### src/rtl/iob_plic_pkg.sv
// Shared PLIC definitions: source count, target address map and the
// claimer state encoding.
package iob_plic_pkg;

   localparam int PLIC_N_SRC      = 63;
   localparam int PLIC_ID_W       = $clog2(PLIC_N_SRC + 1);

   localparam int PLIC_CTX_BASE   = 'h0000;
   localparam int PLIC_CTX_STRIDE = 'h0010;
   localparam int PLIC_CLAIM_OFF  = 'h0000;

   // Byte address of the claim/complete register of one target.
   function automatic int plic_claim_addr(input int tgt);
      return PLIC_CTX_BASE + tgt * PLIC_CTX_STRIDE + PLIC_CLAIM_OFF;
   endfunction

   localparam int PLIC_CLAIM_ADDR = plic_claim_addr(0);

   typedef enum logic [2:0] {
      ST_IDLE    = 3'd0,
      ST_RD_REQ  = 3'd1,
      ST_RD_WAIT = 3'd2,
      ST_PRESENT = 3'd3,
      ST_SERVICE = 3'd4,
      ST_WR_REQ  = 3'd5
   } claim_st_t;

   localparam logic [7:0] SPUR_MAX = 8'hFF;

endpackage

### src/rtl/iob_plic_claimer.sv
// PLIC target claimer: reads the claim register over IOb, hands the ID to
// the CPU, and writes it back as completion once the handler is done.
module iob_plic_claimer
   import iob_plic_pkg::*;
#(
   parameter int ADDR_W     = 16,
   parameter int DATA_W     = 32,
   parameter int ID_W       = PLIC_ID_W,
   parameter int CLAIM_ADDR = PLIC_CLAIM_ADDR
) (
   input  logic                clk_i,
   input  logic                arst_n_i,
   input  logic                irq_i,
   output logic                iob_avalid_o,
   output logic [ADDR_W-1:0]   iob_addr_o,
   output logic [DATA_W-1:0]   iob_wdata_o,
   output logic [DATA_W/8-1:0] iob_wstrb_o,
   input  logic                iob_ready_i,
   input  logic                iob_rvalid_i,
   input  logic [DATA_W-1:0]   iob_rdata_i,
   output logic                id_valid_o,
   output logic [ID_W-1:0]     id_o,
   input  logic                id_ready_i,
   input  logic                done_i,
   output logic                busy_o,
   output logic [7:0]          spurious_o
);

   localparam logic [ADDR_W-1:0] LP_ADDR = ADDR_W'(CLAIM_ADDR);

   claim_st_t         r_state;
   claim_st_t         w_state_nxt;
   logic [ID_W-1:0]   r_id;
   logic [7:0]        r_spur;
   logic              w_avalid;
   logic              w_wr;
   logic              w_cap;
   logic              w_zero;
   logic [ID_W-1:0]   w_rd_id;
   logic              w_rd_unused;

   assign w_rd_id     = iob_rdata_i[ID_W-1:0];
   assign w_rd_unused = ^(iob_rdata_i >> ID_W);
   assign w_zero      = (w_rd_id == '0);

   always_ff @(posedge clk_i or negedge arst_n_i) begin
      if (!arst_n_i) begin
         r_state <= ST_IDLE;
      end else begin
         r_state <= w_state_nxt;
      end
   end

   always_comb begin
      w_state_nxt = r_state;
      w_avalid    = 1'b0;
      w_wr        = 1'b0;
      w_cap       = 1'b0;
      unique case (r_state)
         ST_IDLE: begin
            if (irq_i) w_state_nxt = ST_RD_REQ;
         end
         ST_RD_REQ: begin
            w_avalid = 1'b1;
            if (iob_ready_i) w_state_nxt = ST_RD_WAIT;
         end
         ST_RD_WAIT: begin
            if (iob_rvalid_i) begin
               w_cap       = 1'b1;
               w_state_nxt = w_zero ? ST_IDLE : ST_PRESENT;
            end
         end
         ST_PRESENT: begin
            if (id_ready_i) w_state_nxt = ST_SERVICE;
         end
         ST_SERVICE: begin
            if (done_i) w_state_nxt = ST_WR_REQ;
         end
         ST_WR_REQ: begin
            w_avalid = 1'b1;
            w_wr     = 1'b1;
            if (iob_ready_i) w_state_nxt = ST_IDLE;
         end
         default: w_state_nxt = ST_IDLE;
      endcase
   end

   // ID is captured on every read response, zero included, so id_o
   // always shows the last claim result.
   always_ff @(posedge clk_i or negedge arst_n_i) begin
      if (!arst_n_i) begin
         r_id   <= '0;
         r_spur <= '0;
      end else if (w_cap) begin
         r_id <= w_rd_id;
         if (w_zero && (r_spur != SPUR_MAX)) begin
            r_spur <= r_spur + 8'd1;
         end
      end
   end

   assign iob_avalid_o = w_avalid;
   assign iob_addr_o   = w_avalid ? LP_ADDR : '0;
   assign iob_wdata_o  = w_wr ? DATA_W'(r_id) : '0;
   assign iob_wstrb_o  = w_wr ? '1 : '0;
   assign id_valid_o   = (r_state == ST_PRESENT);
   assign id_o         = r_id;
   assign busy_o       = (r_state != ST_IDLE);
   assign spurious_o   = r_spur;

endmodule

### config.mk
export PLATFORM = sky130hd
export DESIGN_NAME = iob_plic_claimer
export DESIGN_NICKNAME = d
export VERILOG_FILES = /design/src/rtl/iob_plic_pkg.sv /design/src/rtl/iob_plic_claimer.sv
export SDC_FILE = /design/constraint.sdc
export NUM_CORES = 1
export LEC_CHECK = 0
export ABC_AREA = 1
export CAP_MARGIN = 5
export CELL_PAD_IN_SITES_DETAIL_PLACEMENT = 2
export CELL_PAD_IN_SITES_GLOBAL_PLACEMENT = 2
export CORE_MARGIN = 2
export CORE_UTILIZATION = 16
export DETAILED_ROUTE_END_ITERATION = 8
export GPL_TIMING_DRIVEN = 1
export PLACE_DENSITY_LB_ADDON = 0.1
export SLEW_MARGIN = 20
export SYNTH_ARGS = -nofsm -noshare
export SYNTH_HDL_FRONTEND = slang
export SYNTH_SLANG_ARGS = --single-unit
### constraint.sdc
create_clock -name clk_i -period 1.7 [get_ports clk_i]
set_clock_uncertainty 0.05 [all_clocks]
set_input_delay 0.51 -clock clk_i [delete_from_list [all_inputs] [get_ports clk_i]]
set_output_delay 0.51 -clock clk_i [all_outputs]
set_load 0.01 [all_outputs]
---- Yosys cells after proc, flatten, opt, wreduce, memory -nomap -nowiden ----
Cells that the tools add are included.
W data, S select, Z words.
storage, ports and cells
  register bits after elaboration ......... 17
  input port bits ......................... 39
  output and inout port bits .............. 69
  word-level logic and storage cells ...... 37
operators by class
  $add $sub $neg .......................... 1
  equality and inequality tests ........... 12
  muxes and demuxes ....................... 14
  reductions and logical operators ........ 7
operators by type and width
  operator               count
  $mux W3                6
  $pmux W3 S6            1
  $ne A2 B2 Y1 const B   5
  $add A8 B1 Y8 const B  1
  $ne A8 B8 Y1 const B   1
  $eq A3 B2 Y1 const B   2
  $eq A3 B3 Y1 const B   2
  $logic_not A6 Y1       1
  $mux W6                1
  $reduce_and A6 Y1      1
  $mux W1                4
  $mux W4                1
  $eq A3 B1 Y1 const B   1
  $logic_not A3 Y1       1
  $reduce_bool A3 Y1     1
  $mux W2                1
  $ne A2 B1 Y1 const B   1
  $reduce_and A2 Y1      1
  $reduce_or A2 Y1       1
  $logic_and A1 B1 Y1    1

---- Depth between registers and ports, before layout ----
Gate-level depths: netlist (run 1).
  word-level depth ........................ 4
  gate-level depth with buffers ........... 7
  mapped depth without buffers ............ 7

---- Worst setup path before layout (run 1) ----
OpenSTA, ideal clock, no wires.
  kind .................................... flip-flop to output port
  from .................................... register r_state[1]
  to ...................................... output port iob_wstrb_o[0]
  arrival ................................. 1.160 ns
  required time ........................... 1.140 ns
  slack ................................... -0.020 ns
  cell stages (with the launch flop) ...... 5
  buffers on the path ..................... 1
  cell sequence ........................... dfrtp_1 -> nor2_1 -> nand2_1 -> inv_1 -> buf_4
between the ends
  word-level cells in the longest chain between the ends .. 3
ends and longest elaborated chain
  element                 line                     RTL
  start, declared         iob_plic_claimer.sv:31   claim_st_t r_state;
  start signal, assigned  iob_plic_claimer.sv:50   r_state <= w_state_nxt;
  $eq A3 B3 Y1            iob_plic_claimer.sv:59   unique case (r_state)
  $mux W1                 iob_plic_claimer.sv:59
  named net w_wr          iob_plic_claimer.sv:36   logic w_wr;
  $mux W4                 iob_plic_claimer.sv:105  assign iob_wstrb_o = w_wr ? '1 : '0;
  end, declared           iob_plic_claimer.sv:17   output logic [DATA_W/8-1:0] iob_wstrb_o,
The timed path passes the listed nets, and every way through them passes these cells.

---- Final worst setup path (run 1) ----
  from .................................... register r_state[1]
  to ...................................... output port iob_wstrb_o[2]
between the ends
  word-level cells in the longest chain between the ends .. 3
ends and longest elaborated chain
  element       line
  $eq A3 B3 Y1  iob_plic_claimer.sv:59
  $mux W1       iob_plic_claimer.sv:59
  $mux W4       iob_plic_claimer.sv:105
No other way between the ends.

==> results of run 1 <==
[report_power, final]
group          internal, mW  switching [mW]
logic                 0.516           0.644
clock network         0.167           0.159
registers             0.513          0.0684
total                  1.20           0.871
[cell families (layout without fill, tap and decap cells)]
logic type,count (synthesis),count (layout),share of synthesized area
AO/OA/AOI/OAI,11,11,0.0507
XOR/XNOR,5,5,0.0323
adder cells (fa/ha/maj),1,1,0.00922
buffers and inverters,68,85,0.317
flip-flops,17,17,0.314
other,1,42,0.00276
AND/OR/NAND/NOR,86,87,0.274
[worst min-delay path by stage]
stage | slack (ns) | depth (start not counted) | to
finish | 0.49 | 3 | id_o[4]$_DFFE_PN0P_
floorplan | 0.16 | 0 | id_o[0]$_DFFE_PN0P_
global route | 0.52 | 3 | id_o[5]$_DFFE_PN0P_
detailed placement | 0.49 | 2 | spurious_o[1]$_DFFE_PN0P_
CTS | 0.51 | 2 | spurious_o[1]$_DFFE_PN0P_
global placement | 0.48 | 2 | spurious_o[1]$_DFFE_PN0P_
[layout by cell type, fill, tap and decap left out, drive strengths merged]
cell type	instances
ha	1
inv	20
xnor2	1
clkbuf	4
buf	34
clkinv	1
nor2	21
o21ai	7
conb	42
nand2	55
dlymetal6s2s	4
xor2	4
dlygate4sd2	14
nor3	1
clkdlybuf4s50	8
o21bai	4
nand3b	2
nand3	8
dfrtp	17
[state kept, by name (all words and copies together) (netlist names)]
| signal | count |
|---|---|
| r_state | 3 |
| spurious_o | 8 |
| id_o | 6 |
[cell usage after synthesis]
cell type | number | area, µm²
inv_1 | 20 | 75.1
nor2_4 | 1 | 11.3
xor2_1 | 4 | 35.0
dfrtp_1 | 17 | 425
nor2_1 | 17 | 63.8
conb_1 | 1 | 3.75
nand2_2 | 2 | 12.5
o21ai_2 | 1 | 8.76
nor2_2 | 3 | 18.8
nor3_1 | 1 | 5.00
nand3_2 | 2 | 20.0
buf_2 | 1 | 5.00
nand3_1 | 6 | 30.0
buf_4 | 46 | 345
clkinv_2 | 1 | 5.00
nand3b_1 | 2 | 15.0
ha_1 | 1 | 12.5
o21bai_1 | 4 | 30.0
nand2_1 | 52 | 195
xnor2_1 | 1 | 8.76
o21ai_0 | 6 | 30.0
[stage by stage]
stage	setup slack, ns	util	TNS, ns
global placement	-0.330	0.220	-5.28
finish	-0.0700	0.242	-0.596
CTS	-0.0963	0.228	-0.637
detailed placement	-0.365	0.220	-5.50
floorplan	0.0786	-	0
global route	-0.150	0.242	-1.48
[repair_timing]
item                       4_1_cts  5_1_grt
resized for setup               85       29
setup endpoints to repair       27       21
setup buffers                    4        1
cloned                           0        1
pin swaps                        5       15
[final cells by class]
cell class                 instances  share of cell area
sequential                        17               0.214
timing repair buffer              60               0.269
tap                              105              0.0660
inverter                          21              0.0415
multi-input combinational        146               0.387
clock buffer                       4              0.0226
[worst reg2reg max path: cells and delay by family, from the launching register on]
kind	cells	cell delay [ns]
and+or+nand+nor	6	0.69
DFF	1	0.45
buffers and inverters	3	0.33
[routing by layer]
metal,GRT usage,routed length (µm),up-vias
met3,0.0133,266,2
met2,0.149,1880,44
met4,0.0214,32,0
met5,0,0,-
met1,0.112,1700,581
li1,-,-,601
==> results by group, run 1 <==
Power
  – PD cells: 1040 nW/µm²
  – Peak VDD IR: 0.197 mV
  – Leak: 1.11 nW
  – Total power: 2.07 mW

Drt
  – Initial drt markers: 29
  – Final ANT Viol Nets: 0
  – Vias per Instance: 3.48
  – Routed wire length: 3880 µm
  – DRC Markers: 0
  – Routed WL per cell: 11.0 µm
  – Routed via count: 1228
  – Drt first pass iters: 3

Setup path
  – CP delay by family, top: flip-flops
  – Reg-to-reg critical path startpoint: r_state[2]$_DFFE_PN0P_
  – Crit start category: flip-flop
  – Cell Chain, Critical Path: nor2_4 -> nand2_8 -> inv_4 -> buf_2
  – CP arrival: 1.21 ns
  – Critical Path Slowest Stage Cell: dfrtp_1
  – CP startpoint: r_state[1]$_DFFE_PN0P_
  – Setup crit end kind: output pin
  – Setup crit end: iob_wstrb_o[2]
  – Reg2reg end: spurious_o[1]$_DFFE_PN0P_
  – WP data required: 1.14 ns
  – Max incr delay on CP: 0.42 ns
  – CP max FO: 7
  – Worst path depth: 4
  – Worst path bufs/invs: 2
  – Flop2flop setup slack: 0.13 ns
  – Worst setup path category: reg -> out
  – R2R depth: 9

Min path
  – Hold path startpoint: iob_rdata_i[4]
  – Hold Path Class: in -> reg

Die
  – Core outline area: 8220 µm²
  – Rows: 33
  – Die Width: 96.1 µm
  – DIE HEIGHT: 96.1 µm
  – IO Pins: 108
  – Initial Util: 0.165
  – DIE AREA: 9230 µm²

Layout
  – ANT cells: 0
  – Final Cell Area: 1990 µm²
  – Multi-input gate area in the final layout: 769 µm²
  – Fillers: 1017
  – Nets: 289
  – Relative area change from synthesis to final layout: 46.7%
  – Reg area: 427 µm²
  – Final Non-Filler Cells: 353
  – Share of cells above drive strength 1: 0.274

Clock tree
  – Htree depth: 1
  – Hold_buf cts: 0
  – Clk sinks: 17
  – Worst-path clk slew: 0.07 ns
  – CTS buffer count: 3
  – Worst-skew pair later-pin latency: 0.26 ns
  – CTS tree: built
  – Max clock buf depth: 2
  – Root Driver: clkbuf_8

STA
  – Worst Slack Setup Final: -0.0700 ns
  – Fmax: 0.565 GHz
  – Final slew viol count: 0
  – Tcrit/Tclk final: 1.04
  – RSZ-0062 raised after global routing: yes
  – Tmin final: 1.77 ns
  – Final hold viol count: 0
  – Final hold slack: 0.485 ns
  – Setup-failing EPs final: 11

Yosys
  – Synthesized instance count: 189
  – Register bit total from synthesis: 17
  – Syn_area_per_cell: 7.18 µm²
  – Synthesized cell area: 1360 µm²
  – Post-synthesis cell type count: 21
  – Yosys warnings: 0
  – Register area share after synthesis: 0.314

Placed design
  – Dpl hpwl: 3040 µm
  – Dpl cell area: 1800 µm²
  – Post-placement cell count: 343
  – Count of buffers from port buffering: 39
  – Routability Congestion: 0.653

Global route
  – First-pass GRT wire length: 6160 µm
  – Grt ovf: 0
  – Initial antenna violation count: 0
  – Largest net degree at the start of global routing: 18
  – Gr usage total: 0.0863
  – Vias in the first global route: 1276

Outcome
  – Status: complete, but fails checks
  – Failing checks: negative setup slack

Flow run
  – MaxCap Viol Count: 0
Power figures use the tool's default switching activity.
==> run 2: changes to the inputs <==
- GPL_TIMING_DRIVEN: 1 -> 0
==> run 2 against run 1 <==
Net effect: the run still ends with negative setup slack left; sequential share of layout area down 1.9 points; die area unchanged; combinational power down 8%; cell area up 10%; count of clock-buffer cells in the layout unchanged; non-clock buffer count up 39; largest cell class is now buffers; critical path depth up 1; largest power group unchanged.
==> results by group, run 2 (synthesis gave the netlist of run 1 again) <==
Outcome
  – Status: complete, but fails checks (unchanged)
  – Failing checks: negative setup slack (unchanged)

STA
  – Tcrit/Tclk final: 1.06 (was 1.04)
  – Tmin final: 1.81 ns (was 1.77 ns)
  – Final slew viol count: 0 (unchanged)
  – Worst slew margin relative to its limit: 0.422
  – Worst-margin pin slew: 0.864 ns
  – Final hold viol count: 0 (unchanged)
  – Worst Slack Setup Final: -0.108 ns (was -0.0700 ns)
  – Setup-failing EPs final: 11 (unchanged)
  – Fmax: 0.553 GHz (was 0.565 GHz)
  – RSZ-0062 raised after global routing: yes (unchanged)

Layout
  – Relative area change from synthesis to final layout: 61.6% (was 46.7%)
  – Most frequent cells in the layout: buf_4, nand2_1, conb_1 (was nand2_1, conb_1, inv_1)
  – Nets: 328 (was 289)
  – Max reg flops: 8 (unchanged)
  – ANT cells: 0 (unchanged)
  – Share of cells above drive strength 1: 0.362 (was 0.274)
  – Commonest non-fill, non-tap cell in the layout: buf_4 (was nand2_1)

Clock tree
  – Worst-path clk slew: 0.08 ns (was 0.07 ns)
  – CTS buffer count: 3 (unchanged)
  – Htree depth: 1 (unchanged)
  – Worst-skew pair later-pin latency: 0.26 ns (about the same)
  – CTS tree: built (unchanged)
  – Clk sinks: 17 (unchanged)
  – Hold_buf cts: 0 (unchanged)
  – Root Driver: clkbuf_8 (unchanged)
  – Max clock buf depth: 2 (unchanged)

Die
  – Core outline area: 8220 µm² (unchanged)
  – DIE AREA: 9230 µm² (unchanged)
  – Rows: 33 (unchanged)
  – Die Width: 96.1 µm (unchanged)
  – DIE HEIGHT: 96.1 µm (unchanged)
  – IO Pins: 108 (unchanged)
  – Initial Util: 0.165 (unchanged)

Global route
  – Grt ovf: 0 (unchanged)
  – Initial antenna violation count: 0 (unchanged)
  – First-pass GRT wire length: 6350 µm (was 6160 µm)
  – Largest net degree at the start of global routing: 18 (unchanged)
  – Gr usage total: 0.0888 (was 0.0863)
  – Vias in the first global route: 1244 (was 1276)

Min path
  – Hold Path Class: reg -> reg (was in -> reg)
  – Hold path endpoint: id_o[2]$_DFFE_PN0P_ (was id_o[4]$_DFFE_PN0P_)
  – Hold path startpoint: id_o[2]$_DFFE_PN0P_ (was iob_rdata_i[4])
  – Hold Path Stages: 2 (was 3)

Placed design
  – Post-Place Setup Slack: -0.655 ns (was -0.365 ns)
  – Count of buffers from port buffering: 39 (unchanged)
  – Dpl hpwl: 3070 µm (was 3040 µm)
  – Routability Congestion: 0.654 (was 0.653)

Flow run
  – MaxCap Viol Count: 0 (unchanged)

Drt
  – Routed via count: 1351 (was 1228)
  – DRC Markers: 0 (unchanged)
  – Final ANT Viol Nets: 0 (unchanged)
  – Initial drt markers: 22 (was 29)
  – Vias per Instance: 3.45 (was 3.48)
  – Routed WL per cell: 10.4 µm (was 11.0 µm)
  – Routed wire length: 4080 µm (was 3880 µm)
  – Drt first pass iters: 3 (unchanged)

Setup path
  – Setup crit end kind: output pin (unchanged)
  – CP arrival: 1.25 ns (was 1.21 ns)
  – R2R depth: 8 (was 9)
  – Flop2flop setup slack: 0.20 ns (was 0.13 ns)
  – Crit start category: flip-flop (unchanged)
  – Reg2reg end: spurious_o[0]$_DFFE_PN0P_ (was spurious_o[1]$_DFFE_PN0P_)
  – CP max FO: 7 (unchanged)
  – WP data required: 1.14 ns (about the same)
  – Worst setup path category: reg -> out (unchanged)
  – Reg-to-reg critical path startpoint: spurious_o[1]$_DFFE_PN0P_ (was r_state[2]$_DFFE_PN0P_)

Power
  – Peak VDD IR: 0.211 mV (was 0.197 mV)
  – PD cells: 910 nW/µm² (was 1040 nW/µm²)
  – Total power: 2.00 mW (was 2.07 mW)
  – Leak: 1.28 nW (was 1.11 nW)
run 2: through the flow:
stage / setup TNS, ns / utilization / instances / instance area (µm²) / hold WS [ns]
4_1_cts: -0.784 / 0.263 / 391 / 2160 / 0.520
5_1_grt: -1.66 / 0.267 / 392 / 2190 / 0.557
3_5_place_dp: -8.23 / 0.248 / 374 / 2030 / 0.504
2_1_floorplan: 0 / - / 230 / 1510 / 0.164
6_report: -0.857 / 0.267 / 392 / 2190 / 0.521
3_3_place_gp: -8.33 / 0.248 / 374 / 2030 / 0.484
run 2: layout make-up:
type                       instances  area [µm²]
tap                              105         131
fill                             999        6020
multi-input combinational        146         713
inverter                          21        82.6
clock buffer                       4        45.0
timing repair buffer              52         440
buffer                            47         350
sequential                        17         429
run 2: per-layer routing:
| layer | wire length [µm] | vias up | global-route usage |
|---|---|---|---|
| met5 | 0 | - | 0 |
| met4 | 32 | 0 | 0.0250 |
| met3 | 251 | 2 | 0.0125 |
| met2 | 1940 | 44 | 0.144 |
| met1 | 1850 | 628 | 0.123 |
| li1 | - | 677 | - |
run 2: worst max path at each step:
stage | start | to | slack (ns) | depth (start not counted)
floorplan | r_state[1]$_DFFE_PN0P_ | iob_wstrb_o[0] | 0.08 | 4
global placement | r_state[1]$_DFFE_PN0P_ | iob_wstrb_o[0] | -0.63 | 5
detailed placement | r_state[1]$_DFFE_PN0P_ | iob_wstrb_o[2] | -0.66 | 5
CTS | r_state[0]$_DFFE_PN0P_ | iob_wstrb_o[2] | -0.1 | 6
global route | r_state[1]$_DFFE_PN0P_ | iob_wstrb_o[3] | -0.17 | 5
finish | r_state[1]$_DFFE_PN0P_ | iob_wstrb_o[2] | -0.11 | 5
run 2: repair_timing:
action,4_1_cts,5_1_grt
pin swaps,5,5
setup endpoints to repair,27,21
resized for setup,84,8
gates cloned,0,1
endpoints found under the hold margin,0,0
setup buffers,13,0
run 2: critical path, cell delays in order, from the launching register on:
cell	delay [ns]
dfrtp_2	0.44
nor2_4	0.15
nand2_4	0.12
inv_4	0.09
buf_4	0.10
buf_6	0.09
run 2: power by group:
group / leakage, nW / switching (mW) / total [mW] / internal [mW]
Combinational: 1.04 / 0.578 / 1.07 / 0.494
Sequential: 0.219 / 0.0720 / 0.586 / 0.514
Clock: 0.0228 / 0.170 / 0.337 / 0.167
Total: 1.28 / 0.820 / 2.00 / 1.18
==> run 3: changes to the inputs <==
- ABC_CLOCK_PERIOD_IN_PS: default -> 1820
- clock period: 1.7 -> 1.82 ns (I/O delays scaled with it)
==> run 3 against run 2 <==
Net effect: clock power down 9.2%; sequential power fell by 6.0%; first-iteration DRC count increased by 45%; routed wire length fell by 5.9%; critical path depth is the same; hold slack worse by 0.016 ns; the run still ends with negative setup slack left; non-clock buffer count is 1 lower; cell area decreased by 0.51%.
==> results by group, run 3 (synthesis gave the netlist of run 1 again) <==
Setup path
  – Setup crit end kind: output pin (unchanged)
  – Critical Path Slowest Stage Cell: dfrtp_2 (unchanged)
  – CP delay by family, top: flip-flops (unchanged)
  – Cell Chain, Critical Path: nor2_4 -> nand2_4 -> inv_4 -> buf_4 -> buf_6 (unchanged)
  – WP data required: 1.22 ns (was 1.14 ns)
  – CP arrival: 1.23 ns (was 1.25 ns)
  – Worst path bufs/invs: 3 (unchanged)
  – Worst setup path category: reg -> out (unchanged)
  – Max incr delay on CP: 0.44 ns (about the same)
  – Crit start category: flip-flop (unchanged)
  – CP max FO: 7 (unchanged)

Outcome
  – Failing checks: negative setup slack (unchanged)
  – Status: complete, but fails checks (unchanged)

Clock tree
  – CTS tree: built (unchanged)
  – Root Driver: clkbuf_8 (unchanged)
  – Hold_buf cts: 0 (unchanged)
  – Worst-path clk slew: 0.08 ns (about the same)
  – Htree depth: 1 (unchanged)
  – Clk sinks: 17 (unchanged)
  – CTS buffer count: 3 (unchanged)
  – Max clock buf depth: 2 (unchanged)
  – Worst-skew pair later-pin latency: 0.26 ns (about the same)

Flow run
  – MaxCap Viol Count: 0 (unchanged)

STA
  – Tmin final: 1.82 ns
  – Worst Slack Setup Final: -0.00193 ns (was -0.108 ns)
  – Final hold viol count: 0 (unchanged)
  – RSZ-0062 raised after global routing: yes (unchanged)
  – Fmax: 0.549 GHz
  – Final hold slack: 0.505 ns (was 0.521 ns)
  – Worst-margin pin slew: 0.827 ns (was 0.864 ns)
  – Setup-failing EPs final: 3 (was 11)
  – Final slew viol count: 0 (unchanged)
  – Worst slew margin relative to its limit: 0.447 (was 0.422)
  – Tcrit/Tclk final: 1.00

Power
  – Total power: 1.94 mW (was 2.00 mW)
  – Peak VDD IR: 0.183 mV (was 0.211 mV)
  – Clock share of power: 0.158 (was 0.169)
  – Logic pwr share: 0.558 (was 0.537)
  – Sw Pwr: 0.774 mW (was 0.820 mW)
  – Sequential Power Share: 0.284 (was 0.294)
  – PD cells: 889 nW/µm² (was 910 nW/µm²)
  – Internal power: 1.17 mW (was 1.18 mW)
  – Leak: 1.26 nW (was 1.28 nW)
  – Sw frac: 0.399 (was 0.411)

Global route
  – Gr usage total: 0.0875 (was 0.0888)
  – Grt ovf: 0 (unchanged)
  – First-pass GRT wire length: 6390 µm (was 6350 µm)
  – Initial antenna violation count: 0 (unchanged)
  – Vias in the first global route: 1358 (was 1244)
  – Largest net degree at the start of global routing: 18 (unchanged)

Layout
  – Multi-input gate area in the final layout: 694 µm² (was 713 µm²)
  – Share of cells above drive strength 1: 0.344 (was 0.362)
  – Fillers: 986 (was 999)
  – Commonest non-fill, non-tap cell in the layout: buf_4 (unchanged)
  – Final Non-Filler Cells: 390 (was 392)
  – ANT cells: 0 (unchanged)
  – Nets: 326 (was 328)
  – Most frequent cells in the layout: buf_4, nand2_1, conb_1 (unchanged)
  – Reg area: 430 µm² (was 429 µm²)
  – Max reg flops: 8 (unchanged)
  – Final Cell Area: 2180 µm² (was 2190 µm²)
  – Relative area change from synthesis to final layout: 60.8% (was 61.6%)

Drt
  – Routed via count: 1358 (was 1351)
  – Routed wire length: 3840 µm (was 4080 µm)
  – Initial drt markers: 32 (was 22)
  – Final ANT Viol Nets: 0 (unchanged)
  – Vias per Instance: 3.48 (was 3.45)
  – Routed WL per cell: 9.84 µm (was 10.4 µm)
  – Drt first pass iters: 2 (was 3)
  – DRC Markers: 0 (unchanged)

Placed design
  – Count of buffers from port buffering: 39 (unchanged)
  – Routability Congestion: 0.659 (was 0.654)
  – Post-placement cell count: 374 (unchanged)
  – Dpl cell area: 2030 µm² (about the same)
  – Dpl hpwl: 2980 µm (was 3070 µm)

Die
  – IO Pins: 108 (unchanged)
  – DIE HEIGHT: 96.1 µm (unchanged)
  – Rows: 33 (unchanged)
  – Die Width: 96.1 µm (unchanged)
  – Initial Util: 0.165 (unchanged)
  – DIE AREA: 9230 µm² (unchanged)
  – Core outline area: 8220 µm² (unchanged)

Min path
  – Hold Path Class: reg -> reg (unchanged)
-- run 3: changes by cell type in the layout (fill, tap and decap cells not counted), moves of 6 or more --
cell,before,now
clkdlybuf4s50_1,12,22
dlygate4sd2_1,14,3
nor2_1,7,13
nor2_2,10,4
-- run 3: layout make-up --
cell class | instances | area share
Buffer | 47 | 0.161
Timing Repair Buffer | 51 | 0.204
Inverter | 21 | 0.0379
Clock buffer | 3 | 0.0189
Tap cell | 105 | 0.0602
Sequential cell | 17 | 0.197
Clock inverter | 1 | 0.00229
Multi-Input combinational cell | 145 | 0.318
-- run 3: worst paths after layout --
| check | start | end | slack [ns] | cells past startpoint |
|---|---|---|---|---|
| min in group asynchronous | arst_n_i | id_o[4]$_DFFE_PN0P_ | 0.71 | 1 |
| max | r_state[1]$_DFFE_PN0P_ | iob_wstrb_o[3] | -0.002 | 5 |
| min reg2reg | spurious_o[1]$_DFFE_PN0P_ | spurious_o[1]$_DFFE_PN0P_ | 0.50 | 2 |
| max in group asynchronous | arst_n_i | r_state[2]$_DFFE_PN0P_ | 0.45 | 1 |
| max reg2reg | spurious_o[0]$_DFFE_PN0P_ | spurious_o[2]$_DFFE_PN0P_ | 0.34 | 8 |
| min | spurious_o[1]$_DFFE_PN0P_ | spurious_o[1]$_DFFE_PN0P_ | 0.50 | 2 |
-- run 3: worst min-delay path, cell delays in order, from the launching register on --
cell,delay (ns)
dfrtp_1,0.40
nand2_1,0.07
nand2_1,0.06
-- run 3: repair_timing --
action                                  in CTS  in global routing
buffers inserted                            12                  0
pin swaps                                    2                  5
gates resized for setup                     76                  3
endpoints found under the setup margin      21                 14
-- run 3: routing by layer --
layer	part of all wire	GRT usage
met1	0.39	0.105
met2	0.53	0.159
met3	0.068	0.0125
met4	0.011	0.0286
met5	0	0
-- run 3: metrics by stage --
| step | setup TNS [ns] | util | setup slack, ns |
|---|---|---|---|
| global placement | -6.72 | 0.247 | -0.652 |
| floorplan | 0 | - | 0.0641 |
| global route | -0.783 | 0.265 | -0.0919 |
| CTS | -0.0514 | 0.266 | -0.0485 |
| detailed placement | -7.11 | 0.247 | -0.684 |
| finish | -0.00540 | 0.265 | -0.00193 |
-- run 3: power by group through the flow --
stage / registers, mW / logic [mW] / clock network, mW
global route: 0.568 / 1.21 / 0.334
global placement: 0.566 / 0.906 / 0
CTS: 0.552 / 1.10 / 0.323
finish: 0.551 / 1.08 / 0.306
detailed placement: 0.566 / 0.907 / 0
floorplan: 0.588 / 0.483 / 0
